--- src/rtl/id_ex_stage.sv ---
// ID/EX pipeline register with EX-stage operand forwarding muxes.
// Optional: ID_EX_INTERNAL_FWD_EN computes forward selects internally.
module id_ex_stage #(
   parameter int word_width = 32
) (
   input  logic                  clk,
   input  logic                  reset_n,
   input  logic                  StallE,
   input  logic                  FlushE,
   input  logic                  ValidD,
   input  logic [word_width-1:0] PCD,
   input  logic [word_width-1:0] RD1D,
   input  logic [word_width-1:0] RD2D,
   input  logic [word_width-1:0] ImmExtD,
   input  logic [4:0]            Rs1D,
   input  logic [4:0]            Rs2D,
   input  logic [4:0]            RdD,
   input  logic [2:0]            ALUControlD,
   input  logic [6:0]            CtrlD,
   input  logic [1:0]            ForwardAE,
   input  logic [1:0]            ForwardBE,
   input  logic [word_width-1:0] ALUResultM,
   input  logic [word_width-1:0] ResultW,
   input  logic [4:0]            RdM,
   input  logic                  RegWriteM,
   input  logic [4:0]            RdW,
   input  logic                  RegWriteW,
   output logic [word_width-1:0] SrcAE,
   output logic [word_width-1:0] SrcBE,
   output logic [word_width-1:0] WriteDataE,
   output logic [2:0]            ALUControlE,
   output logic [6:0]            CtrlE,
   output logic [word_width-1:0] PCE,
   output logic [word_width-1:0] ImmExtE,
   output logic [4:0]            Rs1E,
   output logic [4:0]            Rs2E,
   output logic [4:0]            RdE,
   output logic                  ValidE
);

   typedef struct packed {
      logic                  valid;
      logic [6:0]            ctrl;
      logic [2:0]            aluctl;
      logic [word_width-1:0] pc;
      logic [word_width-1:0] rd1;
      logic [word_width-1:0] rd2;
      logic [word_width-1:0] imm;
      logic [4:0]            rs1;
      logic [4:0]            rs2;
      logic [4:0]            rd;
   } id_ex_t;

   id_ex_t q;
   logic [1:0] fwd_a;
   logic [1:0] fwd_b;
   logic [word_width-1:0] op_a;
   logic [word_width-1:0] op_b;

   // Pipeline register: flush beats stall beats load.
   always_ff @(posedge clk or negedge reset_n) begin
      if (!reset_n) begin
         q <= '0;
      end else if (FlushE) begin
         q <= '0;
      end else if (!StallE) begin
         q.valid  <= ValidD;
         q.ctrl   <= ValidD ? CtrlD : 7'd0;
         q.aluctl <= ALUControlD;
         q.pc     <= PCD;
         q.rd1    <= RD1D;
         q.rd2    <= RD2D;
         q.imm    <= ImmExtD;
         q.rs1    <= Rs1D;
         q.rs2    <= Rs2D;
         q.rd     <= RdD;
      end
   end

`ifdef ID_EX_INTERNAL_FWD_EN
   logic unused_fwd;
   assign unused_fwd = ^{ForwardAE, ForwardBE};

   function automatic logic [1:0] fsel(input logic [4:0] rs);
      logic [1:0] s;
      s = 2'b00;
      if (RegWriteM && (RdM == rs) && (rs != 5'd0))
         s = 2'b10;
      else if (RegWriteW && (RdW == rs) && (rs != 5'd0))
         s = 2'b01;
      return s;
   endfunction

   // MEM result takes precedence over WB for the same register.
   always_comb begin
      fwd_a = fsel(q.rs1);
      fwd_b = fsel(q.rs2);
   end
`else
   logic unused_hz;
   assign unused_hz = ^{RdM, RegWriteM, RdW, RegWriteW};

   // Hazard unit supplies the selects directly.
   always_comb begin
      fwd_a = ForwardAE;
      fwd_b = ForwardBE;
   end
`endif

   // Operand muxes; select 11 falls back to the register value.
   always_comb begin
      unique case (1'b1)
         (fwd_a == 2'b10): op_a = ALUResultM;
         (fwd_a == 2'b01): op_a = ResultW;
         default:          op_a = q.rd1;
      endcase
      unique case (1'b1)
         (fwd_b == 2'b10): op_b = ALUResultM;
         (fwd_b == 2'b01): op_b = ResultW;
         default:          op_b = q.rd2;
      endcase
   end

   assign SrcAE       = op_a;
   assign WriteDataE  = op_b;
   assign SrcBE       = q.ctrl[0] ? q.imm : op_b;
   assign ALUControlE = q.aluctl;
   assign CtrlE       = q.ctrl;
   assign PCE         = q.pc;
   assign ImmExtE     = q.imm;
   assign Rs1E        = q.rs1;
   assign Rs2E        = q.rs2;
   assign RdE         = q.rd;
   assign ValidE      = q.valid;

endmodule

--- config.mk ---
export PLATFORM = sky130hd
export DESIGN_NAME = id_ex_stage
export DESIGN_NICKNAME = d
export VERILOG_FILES = /design/src/rtl/id_ex_stage.sv
export SDC_FILE = /design/constraint.sdc
export NUM_CORES = 1
export LEC_CHECK = 0
export CAP_MARGIN = 25
export CORE_AREA = 2 2 167 169
export DETAILED_ROUTE_END_ITERATION = 10
export DIE_AREA = 0 0 169 171
export HOLD_SLACK_MARGIN = 0.02
export PLACE_DENSITY = 0.64
export SYNTH_ARGS = -nofsm -noshare
export SYNTH_HDL_FRONTEND = slang
export SYNTH_SLANG_ARGS = --single-unit
--- constraint.sdc ---
create_clock -name clk -period 2.6 [get_ports clk]
set_clock_uncertainty 0.1 [all_clocks]
set_input_delay 0.65 -clock clk [delete_from_list [all_inputs] [get_ports clk]]
set_output_delay 0.65 -clock clk [all_outputs]
set_load 0.01 [all_outputs]
==> impl_metrics.yaml <==
worst_setup_path:
  crit_path_top_delay_cell: "ha_4"
  critPathLaunch: "ForwardBE[0]"
  startpoint_type: "input port"
  path_cells: "buf_8, inv_4, ha_4, buf_4, buf_12, buf_8, nor2b_4, o31ai_2, buf_2"
  worst-path-buf-inv: 6
  timing.rr.start: "CtrlE[0]"
  cp_max_fo: 5
  crit_family: "buffers and inverters"
  cp_slowest_stage_delay_ns: 0.27
  crit_required_ns: 1.85
  crit_top_cell: "buf_8"
  critical_path_class: "input port to output pin"
  end_kind: "output pin"
  arrival_ns: 2.00
clock_network:
  h-tree-depth: 4
  cts_tree: "built"
  root_buffer: "clkbuf_16"
  clockBufferDepth: 2
  cts_buffers: 17
  clkSinkCount: 154
  clkLatencyLatePin_ns: 0.43
  path_clk_slew_ns: 0.06
yosys:
  yosysWarnings: 0
  synthFlopType: "dfrtp_1"
  synth_top_area_share_pct: 44.6
  ys_top_cells_by_count: "179 x nor2_1, 154 x dfrtp_1, 147 x mux2i_1"
  synth.net_count: 1133
  async_flop_share_pct: 100
  synth_cells: 891
  yosys.area.top_type: "dfrtp_1"
  synth.yosys.seq_area_share_pct: 44.6
  synth_area_leaders: "dfrtp_1 45%, mux2i_1 17%, buf_4 8.4%"
  synth.distinct_cells: 18
  avgSynthCellArea_um2: 9.69
  ys_ff_latch: 154
  synth_edf_count: 0
  syn_area_um2: 8630
  post-synth-top-count-cell: "nor2_1"
pwr:
  p_leak_nw: 6.66
  irDropWorstVdd_mv: 0.374
  power_density_nw_per_um2: 502
place:
  dp_hpwl_um: 24300
  preCtsSetupSlack_ns: -1.06
  dp.cells: 1565
  port_buffers: 411
  placed_cell_area_um2: 12900
  gp_congestion: 0.949
route:
  highest_layer: "met5"
  routedWlPerCell_um: 21.4
  drc: 0
  ant_nets: 0
  met1Wirelength_um: 14200
  wl_met2_um: 17100
  via_count: 8055
  drt_iter0_drc: 378
  met3_length_um: 2640
  viasPerCell: 4.96
  first_pass_iters: 4
  routed_wl_um: 34700
worst_hold_path:
  min-delay-start: "q[107]"
  hp-class: "register to register"
global_routing:
  first_global_vias: 8296
  grt_pass1_wl_um: 51000
  grt_use_total_pct: 23.3
  grt_max_degree: 112
  overflow: 0
  antenna_found_initial: 3
flow_run:
  cap_violations: 0
timing:
  rsz0062_at_grt: "true"
  max_slew.worst_pin.slew_ns: 0.611
  slew_violations: 0
  finalSetupViolations: 40
  max-slew-margin-rel_pct: 59.3
  fmax_mhz: 364
  setup_slack_ns: -0.148
  hold_viol: 0
  fin_crit_sh_pct: 106
  period_needed_ns: 2.75
final_layout:
  fillers: 2487
  finalInstanceArea_um2: 14600
  layout.nets: 1506
  multiInputGateArea_um2: 4710
  synthToLayoutAreaGrowth_pct: 69.5
  seq_area_um2: 3850
  drive_gt1_share_pct: 27.7
  fin_cells: 1624
outcome:
  failed_checks: "setup timing"
  status: "finished with violations"
die:
  initial_utilization_pct: 31.6
  die_area_um2: 28900
  num_rows: 61
  die_width_um: 169
  dieHeight_um: 171
  io_pins: 424
  coreArea_um2: 27300
==> registers in the layout, indices dropped and copies added (netlist names) <==
register,flops
CtrlE,7
RdE,5
ValidE,1
Rs1E,5
ImmExtE,32
ALUControlE,3
PCE,32
q,64
Rs2E,5
==> cells by family after synthesis <==
group                    share of synthesized area [%]
adder cells (fa/ha/maj)                          0.580
multiplexers                                      17.0
AO/OA/AOI/OAI                                     11.1
AND/OR/NAND/NOR                                   13.8
buffers and inverters                             12.9
flip-flops                                        44.6
==> worst paths after layout <==
kind,end,slack [ns],cells past startpoint
max,SrcBE[1],-0.15,9
min in group asynchronous,ALUControlE[0],0.58,2
max reg2reg,CtrlE[0],1.56,3
max in group asynchronous,q[89],1.14,3
min,q[107],0.42,2
min reg2reg,q[107],0.42,2
==> power by group <==
part / switching [mW] / total (mW) / internal, mW
clock network: 1.04 / 2.38 / 1.34
logic: 1.07 / 2.34 / 1.26
registers: 0.100 / 2.63 / 2.53
total: 2.21 / 7.35 / 5.14
==> worst min-delay path, delay by kind of cell (launching register included) <==
family | cells | cell delay, ns
and+or+nand+nor | 1 | 0.08
DFF | 1 | 0.34
muxes | 1 | 0.07
==> area by class of cell <==
type / count / area share [%]
Clock inverter: 10 / 0.650
Inverter: 4 / 0.137
Timing Repair Buffer: 512 / 34.6
Multi-Input combinational cell: 575 / 32.2
Antenna cell: 1 / 0.0171
Sequential cell: 154 / 26.3
Tap cell: 346 / 2.96
Clock buffer: 22 / 3.10
==> per-layer routing <==
metal  track usage (%)  vias to the layer above
li1                  -                     3733
met1              28.4                     3948
met2              39.6                      323
met3              6.99                       47
met4              7.77                        4
met5                 0                        -
==> metrics by stage <==
step                      hold WS [ns]  setup TNS [ns]  total power, mW  util [%]
after floorplan                  0.254               0             3.50         -
after global placement           0.402          -80.93             4.66      47.1
after detailed placement         0.414          -80.74             4.68      47.1
after CTS                        0.428           -4.47             7.36      52.7
after global routing             0.449           -4.24             7.69      53.5
final                            0.420           -2.65             7.35      53.5
==> placed cells by master (no fill, tap or decap), drive strengths merged, types with 3 or more instances in the layout <==
cell	synthesis	final
mux2i	147	147
dlymetal6s2s	0	3
a22oi	32	32
dlygate4sd2	0	5
a21oi	7	7
nor2	179	179
nor2b	32	32
nand2	71	71
clkbuf	28	33
inv	4	5
a221oi	32	32
o21ai	32	32
dfrtp	154	154
clkdlybuf4s50	0	300
o31ai	32	32
clkinvlp	0	5
clkinv	0	3
buf	130	190
ha	4	4
nand3b	7	7
==> repair_timing <==
action | in CTS | in global routing
resized for setup | 591 | 101
buffers inserted | 20 | 8
pin swaps | 44 | 31
hold endpoints to repair | 29 | 0
setup endpoints to repair | 96 | 87
hold buffers | 1 | 0
gates cloned | 11 | 2
No activity file was read; power rests on OpenSTA's default activity.
